### src/rtl/cp_stream_scheduler.sv
// cp_stream_scheduler: affine 2-D read scheduler for one copy stage. It pushes each sampled word through a PIPE_LAT-deep valid pipeline.
// Latency: PIPE_LAT cycles from raw_read_en to out_write_valid. The first read comes start_delay+1 cycles after the accepted start.
// Backpressure: none in the default build. With CP_SCHED_STALL_EN defined, a stall input freezes the counters and the pipeline.
module cp_stream_scheduler #(
    parameter int DATA_W   = 16,
    parameter int CNT_W    = 16,
    parameter int PIPE_LAT = 2
) (
    input  logic              clk,
    input  logic              rst_n,
    input  logic              flush,
    input  logic              start,
`ifdef CP_SCHED_STALL_EN
    input  logic              stall,
`endif
    input  logic [CNT_W-1:0]  cfg_start_delay,
    input  logic [CNT_W-1:0]  cfg_ii,
    input  logic [CNT_W-1:0]  cfg_ext_x,
    input  logic [CNT_W-1:0]  cfg_ext_y,
    output logic              raw_read_en,
    input  logic [DATA_W-1:0] raw_read,
    output logic              out_write_valid,
    output logic [DATA_W-1:0] out_write,
    output logic              busy,
    output logic              done
);
    typedef enum logic [2:0] {IDLE, DELAY, RUN, DRAIN, DONE} state_t;

    typedef struct packed {
        logic [CNT_W-1:0] start_delay;
        logic [CNT_W-1:0] ii;
        logic [CNT_W-1:0] ext_x;
        logic [CNT_W-1:0] ext_y;
    } cfg_t;

    localparam logic [CNT_W-1:0]    ONE        = CNT_W'(1);
    localparam logic [PIPE_LAT-1:0] INNER_MASK = {PIPE_LAT{1'b1}} >> 1;

    state_t              state;
    cfg_t                cfg_q;
    logic [CNT_W-1:0]    dly_cnt;
    logic [CNT_W-1:0]    ii_cnt;
    logic [CNT_W-1:0]    x_cnt;
    logic [CNT_W-1:0]    y_cnt;
    logic [PIPE_LAT-1:0] pv;
    logic [DATA_W-1:0]   pd [PIPE_LAT];
    logic [DATA_W-1:0]   last_q;
    logic                hold;
    logic                rd_fire;
    logic                active;

`ifdef CP_SCHED_STALL_EN
    assign hold = stall;
`else
    assign hold = 1'b0;
`endif

    function automatic logic [CNT_W-1:0] nz(input logic [CNT_W-1:0] v);
        return (v == '0) ? ONE : v;
    endfunction

    assign active          = (state == DELAY) || (state == RUN) || (state == DRAIN);
    assign rd_fire         = (state == RUN) && (ii_cnt == '0) && !hold;
    assign raw_read_en     = rd_fire;
    assign out_write_valid = pv[PIPE_LAT-1] && !hold;
    // A stalled final stage may hold a word that has not been emitted yet, so show the last emitted word instead.
    assign out_write       = out_write_valid ? pd[PIPE_LAT-1] : last_q;
    assign busy            = (state != IDLE);
    assign done            = (state == DONE);

    always_ff @(posedge clk) begin
        if (rst_n) begin
            state   <= IDLE;
            cfg_q   <= '0;
            dly_cnt <= '0;
            ii_cnt  <= '0;
            x_cnt   <= '0;
            y_cnt   <= '0;
            pv      <= '0;
            last_q  <= '0;
            for (int i = 0; i < PIPE_LAT; i++) pd[i] <= '0;
        end else begin
            if (out_write_valid) last_q <= pd[PIPE_LAT-1];

            if (flush && active) begin
                pv <= '0;
            end else if (!hold) begin
                for (int i = PIPE_LAT-1; i > 0; i--) begin
                    pv[i] <= pv[i-1];
                    if (pv[i-1]) pd[i] <= pd[i-1];
                end
                pv[0] <= rd_fire;
                if (rd_fire) pd[0] <= raw_read;
            end

            // A zero start delay skips DELAY, so the first read always lands start_delay+1 cycles later.
            if (flush && active) begin
                x_cnt   <= '0;
                y_cnt   <= '0;
                ii_cnt  <= '0;
                dly_cnt <= cfg_q.start_delay;
                state   <= (cfg_q.start_delay == '0) ? RUN : DELAY;
            end else begin
                case (state)
                    IDLE: begin
                        if (start) begin
                            cfg_q.start_delay <= cfg_start_delay;
                            cfg_q.ii          <= nz(cfg_ii);
                            cfg_q.ext_x       <= nz(cfg_ext_x);
                            cfg_q.ext_y       <= nz(cfg_ext_y);
                            dly_cnt           <= cfg_start_delay;
                            ii_cnt            <= '0;
                            x_cnt             <= '0;
                            y_cnt             <= '0;
                            state             <= (cfg_start_delay == '0) ? RUN : DELAY;
                        end
                    end
                    DELAY: begin
                        if (!hold) begin
                            if (dly_cnt <= ONE) state <= RUN;
                            else dly_cnt <= dly_cnt - ONE;
                        end
                    end
                    RUN: begin
                        if (!hold) begin
                            if (ii_cnt == '0) begin
                                ii_cnt <= cfg_q.ii - ONE;
                                if (x_cnt == cfg_q.ext_x - ONE) begin
                                    x_cnt <= '0;
                                    if (y_cnt == cfg_q.ext_y - ONE) state <= DRAIN;
                                    else y_cnt <= y_cnt + ONE;
                                end else begin
                                    x_cnt <= x_cnt + ONE;
                                end
                            end else begin
                                ii_cnt <= ii_cnt - ONE;
                            end
                        end
                    end
                    // Leave when only the last stage is occupied: it is emitting now, so DONE follows the final write.
                    DRAIN: begin
                        if (!hold && ((pv & INNER_MASK) == '0)) state <= DONE;
                    end
                    DONE:    state <= IDLE;
                    default: state <= IDLE;
                endcase
            end
        end
    end
endmodule
### config.mk
export PLATFORM = sky130hd
export DESIGN_NAME = cp_stream_scheduler
export DESIGN_NICKNAME = d
export VERILOG_FILES = /design/src/rtl/cp_stream_scheduler.sv
export SDC_FILE = /design/constraint.sdc
export NUM_CORES = 1
export LEC_CHECK = 0
export BUFFER_PORTS_ARGS = -buffer_cell sky130_fd_sc_hd__buf_4
export CELL_PAD_IN_SITES_DETAIL_PLACEMENT = 1
export CELL_PAD_IN_SITES_GLOBAL_PLACEMENT = 1
export CORE_UTILIZATION = 48
export DETAILED_ROUTE_END_ITERATION = 12
export GPL_ROUTABILITY_DRIVEN = 0
export HOLD_SLACK_MARGIN = 0.02
export PLACE_DENSITY = 0.93
export REMOVE_ABC_BUFFERS = 1
export SLEW_MARGIN = 0
export SYNTH_ARGS = -nofsm -noshare
export SYNTH_HDL_FRONTEND = slang
export SYNTH_SLANG_ARGS = --single-unit
### constraint.sdc
create_clock -name clk -period 8.7 [get_ports clk]
set_input_delay 2.61 -clock clk [delete_from_list [all_inputs] [get_ports clk]]
set_output_delay 2.61 -clock clk [all_outputs]
set_load 0.02 [all_outputs]
---- Word level (Yosys, flattened, before mapping) ----
Memories as Yosys holds them, arrays and structs flattened.
Cells that the tools add are included.
word-level totals
  bits in registers ....................... 149
  memory bits (writable) .................. 32
  word-level logic and storage cells ...... 102
  memories ................................ 1
operators by class
  $add $sub $neg .......................... 7
  order comparisons ....................... 1
  eq/ne operators ......................... 17
  muxes and demuxes ....................... 40
  bitwise gates (word level) .............. 3
  reductions and logical operators ........ 22
memory list
  name  words  width  read ports  clocked after Yosys merged registers in  write ports  line  source
  pd    2      16     2           0                                        2            46    logic [DATA_W-1:0] pd [PIPE_LAT];
operators with widths
  cell                                                                               number
  16-bit 2-to-1 mux                                                                  16
  16-bit case mux with 2 select lines                                                4
  16-bit logical NOT                                                                 6
  16-bit by 1-bit subtractor with 16-bit output, second input constant               5
  16-bit by 1-bit adder with 16-bit output, second input constant                    2
  16-bit == test                                                                     2
  3-bit 2-to-1 mux                                                                   7
  16-bit by 1-bit less-or-equal comparator with 1-bit output, second input constant  1
  3-bit by 1-bit inequality test with 1-bit output, second input constant            5
  3-bit case mux with 4 select lines                                                 1
  1-bit 2-to-1 mux                                                                   10
  3-bit AND reduction                                                                3
  3-bit by 2-bit == test with 1-bit output, second input constant                    2
  3-bit inequality test, second input constant                                       2
  6-bit AND reduction                                                                1
  3-bit nonzero test                                                                 2
  5-bit AND reduction                                                                1
  2-bit 2-to-1 mux                                                                   2
  2-bit by 1-bit inequality test with 1-bit output, second input constant            2
  2-bit inequality test, second input constant                                       2
  3-bit by 1-bit == test with 1-bit output, second input constant                    1
  3-bit == test, second input constant                                               1
  3-bit logical NOT                                                                  1
  1-bit logical AND                                                                  2
  other kinds (7)                                                                    9

---- Logic depth before layout (Yosys ltp) ----
Gate-level depths: netlist (run 1).
  depth in word-level cells ............... 8
  gate-level depth with buffers ........... 16
  depth with buffers taken out ............ 13

---- Least setup slack after synthesis (run 1) ----
No wires, ideal clock.
  path kind ............................... input -> register
  start ................................... in start
  end ..................................... reg y_cnt[6]
  setup time .............................. 71 ps
  arrival ................................. 4,116 ps
  path slack .............................. 4,512 ps
  stages .................................. 6
  path buffers ............................ 1
  cells stage by stage .................... and2_1 -> clkbuf_1 -> nor2_1 -> or4b_1 -> or4_1 -> a21oi_1
between the ends
  word-level cells in the longest chain between the ends .. 2
ends and longest elaborated chain
  item                                    line  source
  start: declaration                      12    input logic start,
  2-bit inequality test (no source line)  n/a
  5-bit AND reduction (no source line)    n/a
  end signal: assignment                  131   else y_cnt <= y_cnt + ONE;
  end: declaration                        44    logic [CNT_W-1:0] y_cnt;
No other way between the ends.
A chain may end at the register's enable or synchronous reset.

---- Worst setup path after layout (run 1) ----
  start ................................... reg ii_cnt[6]
  end ..................................... out raw_read_en
between the ends
  word-level cells in the longest chain between the ends .. 2
ends and longest elaborated chain
  item                      line  source
  start: declaration        42    logic [CNT_W-1:0] ii_cnt;
  start signal: assignment  127   ii_cnt <= cfg_q.ii - ONE;
  start signal: assignment  136   ii_cnt <= ii_cnt - ONE;
  16-bit logical NOT        63    assign rd_fire = (state == RUN) && (ii_cnt == '0) && !hold;
  1-bit logical AND         63
  end: declaration          20    output logic raw_read_en,
No other way between the ends.

==> impl_metrics.ini, run 1 <==
[status]
run_status = complete, no violations

[worst_setup_path]
maximum_single_stage_delay_on_the_critical_path_ps = 480
library_cell_contributing_the_largest_single_delay_on_the_critical_path = sky130_fd_sc_hd__nor4_1
cp_num_buf_inv = 1
timing.critical_path.cells = nor4_1 > and3_1 > nand2_1 > nor2_1 > buf_4
crit_path_start_kind = register
worst-setup-path-type = register to output port
crit_family = simple AND/OR/NAND/NOR gates
endpoint_kind = output port
path_max_fanout = 6
required_time_of_the_critical_path_ps = 6090
timing.critical_path.arrival_ps = 2480

[layout]
flow.area_growth_from_synthesis_pct = 15.3
final.fill_count = 2368
multi_input_comb_area_sq_um = 5210
layout-drive-gt1-share_pct = 14.3
ff_latch_area_sq_um = 3940
nNetsFinal = 1305
final_cell_mix = 167 x sky130_fd_sc_hd__nand2_1, 149 x sky130_fd_sc_hd__dfxtp_1, 121 x sky130_fd_sc_hd__a21oi_1
post-route-util_pct = 56.3
antenna_cells = 0
layout.cells.most_common = sky130_fd_sc_hd__nand2_1

[sta]
rsz0062_at_grt = false
max-slew-margin-rel_pct = 19.6
worst-slew-pin-transition_ps = 1200
fin_crit_sh_pct = 58.6
fin_crit_ps = 5090
skew_ps = 12.9
max_clock_freq_mhz = 196
setup_viol_count_final = 0
hold_violations = 0
timing_max_transition_violations_final = 0
timing.setup.tns_ps = 0

[routing]
wire_per_inst_um = 19.3
via_count = 8923
vias_per_cell = 5.98
post-route-drc-count = 0
route.antenna.remaining_nets = 0
first_pass_iters = 4
total_wirelength_um = 28800
drt_first_iter_violations = 420

[clocking]
htree_levels = 4
tritoncts.num_buffers = 17
clock_slew_at_reported_path_ffs_ps = 70
clk_root_buffer_cell = sky130_fd_sc_hd__clkbuf_16
cts_setup_buffers = 0
cts.repair.resized = 0
cts_tree = yes
total_number_of_clock_tree_sinks = 181
worstSkewPairLatency_ps = 440
ctsHoldBuffers = 0
clock_path_buffers = 2

[grt]
grt_first_pass_wirelength_um = 46800
largest_net_degree_at_the_start_of_global_routing = 89
first_global_vias = 9253
total_track_usage_pct = 29.3
grt_antenna_before_repair = 0
grt_overflow = 0

[logic_synthesis]
number_of_flops_mapped_to_enable_cells_by_yosys = 32
synth.yosys.seq_area_share_pct = 41.6
mappedNetlistArea_sq_um = 9480
ys_seq_elements = 181
synthesis.instances = 1149
post_synth.cell_area_avg_sq_um = 8.25
yosys_most_used_dff = sky130_fd_sc_hd__dfxtp_1
async_flop_share_pct = 0
synth_warnings = 0
synth.lib_cells_used.distinct = 71

[placed_design]
portBuffers = 103
post-dp-hpwl_um = 20100

[floorplanning]
chipWidth_um = 143
initial_core_util_pct = 48.9
core_area_sq_um = 19400
num_io_pins = 104
std_cell_rows = 51
die-height_um = 143
dieArea_sq_um = 20300

[pwr]
relative_contribution_of_combinational_cells_to_total_power_pct = 41.8
power.share.clock_pct = 23.1
vdd_ir_drop_max_mv = 0.173
power_per_cell_area_nw_per_um2 = 287
power.share.sequential_pct = 35.0
p_sw_share_pct = 41.7
p_switching_uw = 1310
leakagePower_uw = 0.00409
power.total_uw = 3140
p_int_uw = 1830

[job]
max-cap-violations = 0

[hold_path]
hold_path_class = register to register
-- stage by stage --
step	hold slack [ps]	std cells	setup WS, ps	cell area, sq um
after floorplan	426	1085	3480	9210
after global placement	457	1460	3940	10400
after detailed placement	460	1460	3790	10400
after CTS	470	1492	3630	10900
after global routing	491	1492	3390	10900
final	468	1492	3610	10900
-- registers in the layout, summed over array words and instances, names as in the netlist --
register and cells:
state 3, ii_cnt 16, x_cnt 16, cfg_q 64, pd 32, y_cnt 16
dly_cnt 16, pv 2, last_q 16
-- worst reg2reg max path: cells and delay by family, from the launching register on --
kind / cells / cell delay, ps
AND/OR/NAND/NOR: 5 / 2180
AO/OA/AOI/OAI: 3 / 880
flip-flops: 1 / 350
adder cells (fa/ha/maj): 1 / 190
buffers and inverters: 1 / 90
-- synthesized netlist by cell type, types with 4 or more instances --
cell type                  instances  share of area [%]
sky130_fd_sc_hd__a221oi_1          4               0.37
sky130_fd_sc_hd__mux2i_1           6               0.63
sky130_fd_sc_hd__edfxtp_1         32                 10
sky130_fd_sc_hd__nand3_1          23                1.2
sky130_fd_sc_hd__nand2_1         168                6.7
sky130_fd_sc_hd__o22ai_1           4               0.26
sky130_fd_sc_hd__o21ai_0          23                1.2
sky130_fd_sc_hd__or2_2             5               0.33
sky130_fd_sc_hd__and2_1           40                2.6
sky130_fd_sc_hd__xnor2_1          42                3.9
sky130_fd_sc_hd__nor3b_1           4               0.32
sky130_fd_sc_hd__ha_1              7               0.92
sky130_fd_sc_hd__nand4_1          12               0.79
sky130_fd_sc_hd__nand4b_1          5               0.46
sky130_fd_sc_hd__nor4_1           36                2.4
sky130_fd_sc_hd__nand2b_1          6               0.40
sky130_fd_sc_hd__dfxtp_1         149                 31
sky130_fd_sc_hd__a21oi_1         121                6.4
sky130_fd_sc_hd__or3_1             8               0.53
sky130_fd_sc_hd__inv_1            20               0.79
sky130_fd_sc_hd__or4_1            19                1.5
sky130_fd_sc_hd__o31ai_1          16                1.3
sky130_fd_sc_hd__and4_1            4               0.37
sky130_fd_sc_hd__and3_1           19                1.3
sky130_fd_sc_hd__nor2b_1          23                1.5
sky130_fd_sc_hd__mux2_2           16                1.9
sky130_fd_sc_hd__clkbuf_1         55                2.2
sky130_fd_sc_hd__a31oi_1          10               0.66
sky130_fd_sc_hd__a211oi_1         37                2.9
sky130_fd_sc_hd__xor2_1           25                2.3
sky130_fd_sc_hd__nor3_1           27                1.4
sky130_fd_sc_hd__nor2_1          113                4.5
sky130_fd_sc_hd__nand3b_1          6               0.48
-- cell families (layout without fill, tap and decap cells) --
family | count (synthesis) | in the layout | synth area share [%]
and+or+nand+nor | 534 | 534 | 28.6
AOI/OAI and AO/OA | 254 | 254 | 16.6
DFF | 181 | 181 | 41.6
buffers and inverters | 84 | 162 | 3.60
xor gates and xnor gates | 67 | 67 | 6.19
muxes | 22 | 22 | 2.53
adders and majority gates | 7 | 7 | 0.924
-- final cells by class --
class                      instances  area share (%)
multi-input combinational        884            47.7
sequential                       181            36.1
clock inverter                    12           0.870
tap                              265            3.03
timing repair buffer             110            7.56
clock buffer                      20            4.09
inverter                          20           0.687
-- path summary, 6_finish.rpt --
| check | startpoint | to | slack, ps | cells past startpoint |
|---|---|---|---|---|
| setup / recovery | ii_cnt[6]$_SDFFE_PP0P_ | raw_read_en | 3610 | 5 |
| hold / removal | cfg_q[47]$_SDFFE_PP0P_ | cfg_q[47]$_SDFFE_PP0P_ | 470 | 2 |
| setup reg to reg | cfg_q[16]$_SDFFE_PP0P_ | y_cnt[12]$_SDFFE_PP0P_ | 4930 | 10 |
| hold reg to reg | cfg_q[47]$_SDFFE_PP0P_ | cfg_q[47]$_SDFFE_PP0P_ | 470 | 2 |
-- metal layers --
| metal | track usage [%] | wire length [um] | share of wire (%) |
|---|---|---|---|
| met4 | 10.2 | 622 | 2.2 |
| met5 | 0 | 0 | 0 |
| met2 | 52.4 | 14600 | 51 |
| met3 | 4.88 | 1100 | 3.8 |
| met1 | 35.4 | 12400 | 43 |
-- power by group through the flow --
| stage | logic, uW | clock network (uW) | registers [uW] |
|---|---|---|---|
| finish | 1310 | 726 | 1100 |
| global route | 1440 | 774 | 1120 |
| CTS | 1300 | 735 | 1100 |
| detailed placement | 1280 | 0 | 1110 |
| global placement | 1220 | 0 | 1100 |
| floorplan | 930 | 0 | 1070 |
Note: power is estimated with default switching activity, not from simulation.
==> run 2: changes to the inputs <==
CORE_UTILIZATION = 40   (was 48)
PLACE_DENSITY = 0.83   (was 0.93)
clock period = 4.09 ns   (was 8.7 ns; I/O delays follow)
==> run 2 against run 1 <==
- non-clock buffer count rose by 6
- sequential power grew 110%
- clock skew fell by 1.7 ps
- utilization is 7.8 points lower
==> impl_metrics.ini, run 2 (synthesized netlist as in run 1, its figures left out) <==
[clocking]
worstSkewPairLatency_ps = 440
clk_root_buffer_cell = sky130_fd_sc_hd__clkbuf_16
cts_setup_buffers = 0
htree_levels = 4
ctsHoldBuffers = 0
clock_slew_at_reported_path_ffs_ps = 80
cts_tree = yes
total_number_of_clock_tree_sinks = 181
clock_path_buffers = 2
cts.repair.resized = 0
tritoncts.num_buffers = 17

[worst_setup_path]
crit_path_start_kind = register
r2r_slack_ps = 550
timing.critical_path.arrival_ps = 2510
endpoint_kind = output port
worst-setup-path-type = register to output port
required_time_of_the_critical_path_ps = 2860
path_max_fanout = 6

[status]
run_status = complete, no violations

[sta]
fin_crit_ps = 3740
skew_ps = 11.2
final_critical_path_setup_slack_ps = 355
fin_hold_ws_ps = 482
timing_max_transition_violations_final = 0
worst-slew-pin-transition_ps = 1100
fin_crit_sh_pct = 91.3
setup_viol_count_final = 0
rsz0062_at_grt = false
max_clock_freq_mhz = 268
hold_violations = 0
timing.setup.tns_ps = 0
max-slew-margin-rel_pct = 26.1

[routing]
post-route-drc-count = 0
total_wirelength_um = 26800
vias_per_cell = 5.58
route.antenna.remaining_nets = 0
via_count = 8622
drt_first_iter_violations = 467
wire_per_inst_um = 17.3
first_pass_iters = 5

[floorplanning]
initial_core_util_pct = 41.4
num_io_pins = 104
dieArea_sq_um = 24300
std_cell_rows = 55
chipWidth_um = 156
die-height_um = 156
core_area_sq_um = 22900

[layout]
largest_register_ff_count = 64
final.fill_count = 2711
flow.area_growth_from_synthesis_pct = 17.4
nNetsFinal = 1311
layout.cells.most_common = sky130_fd_sc_hd__nand2_1
antenna_cells = 0
final_cell_mix = 167 x sky130_fd_sc_hd__nand2_1, 149 x sky130_fd_sc_hd__dfxtp_1, 121 x sky130_fd_sc_hd__a21oi_1
largest_register = cfg_q
top_regs = cfg_q (64), pd (32)
layout-drive-gt1-share_pct = 14.9

[pwr]
vdd_ir_drop_max_mv = 0.266
leakagePower_uw = 0.00416
power_per_cell_area_nw_per_um2 = 612

[placed_design]
post-dp-hpwl_um = 18900
place_worst_setup_slack_ps = 645
portBuffers = 103

[grt]
grt_antenna_before_repair = 0
first_global_vias = 9046
total_track_usage_pct = 22.7
largest_net_degree_at_the_start_of_global_routing = 77
grt_overflow = 0
grt_first_pass_wirelength_um = 44500

[hold_path]
hold_path_class = register to register

[job]
max-cap-violations = 0
-- run 2: changes by cell type in the layout (fill, tap and decap cells not counted), moves of 2 or more --
| cell | previous run | this run |
|---|---|---|
| sky130_fd_sc_hd__buf_4 | 110 | 116 |
| sky130_fd_sc_hd__clkinv_8 | 0 | 6 |
| sky130_fd_sc_hd__inv_12 | 0 | 4 |
| sky130_fd_sc_hd__inv_6 | 5 | 1 |
| sky130_fd_sc_hd__inv_8 | 0 | 3 |
| sky130_fd_sc_hd__clkbuf_1 | 2 | 0 |
| sky130_fd_sc_hd__clkinv_4 | 3 | 1 |
| sky130_fd_sc_hd__inv_4 | 2 | 0 |
-- run 2: worst paths after layout --
kind,start,end,depth (start not counted)
setup / recovery,ii_cnt[6]$_SDFFE_PP0P_,raw_read_en,5
hold reg to reg,cfg_q[15]$_SDFFE_PP0P_,cfg_q[15]$_SDFFE_PP0P_,2
setup reg to reg,cfg_q[0]$_SDFFE_PP0P_,y_cnt[5]$_SDFFE_PP0P_,8
hold / removal,cfg_q[15]$_SDFFE_PP0P_,cfg_q[15]$_SDFFE_PP0P_,2
-- run 2: where the power goes --
group,internal (uW),leakage [uW],total (uW),switching (uW)
registers,2050,0.00155,2320,267
clock network,857,0.000307,1740,881
logic,1050,0.00231,2750,1710
-- run 2: metal layers --
layer  vias up  global-route usage (%)  wire length, um
li1       4260                       -                -
met1      4190                    27.5            12100
met2       145                    41.2            13500
met3        27                    4.06              791
met4         0                    5.79              375
met5         -                       0                0
-- run 2: per-stage QoR --
step	cell area [sq um]	instances	utilization, %	total power, uW
4_1_cts	11100	1546	48.6	6850
2_1_floorplan	9210	1085	-	4260
3_3_place_gp	10500	1514	45.8	4980
3_5_place_dp	10500	1514	45.8	5080
5_1_grt	11100	1546	48.6	7290
6_report	11100	1546	48.6	6810
-- run 2: cell type report --
class	count	area, sq um	area share [%]
Timing Repair Buffer	116	871	7.82
Tap cell	313	392	3.52
Clock buffer	17	425	3.82
Inverter	20	75.1	0.675
Sequential cell	181	3940	35.4
Clock inverter	15	214	1.92
Multi-Input combinational cell	884	5210	46.8
-- run 2: worst max-delay path, cell delays in order (launching register included) --
cell and delay [ps]:
sky130_fd_sc_hd__dfxtp_1 350, sky130_fd_sc_hd__nor4_1 430, sky130_fd_sc_hd__and3_1 370, sky130_fd_sc_hd__nand2_1 200
sky130_fd_sc_hd__nor2_1 470, sky130_fd_sc_hd__buf_4 240
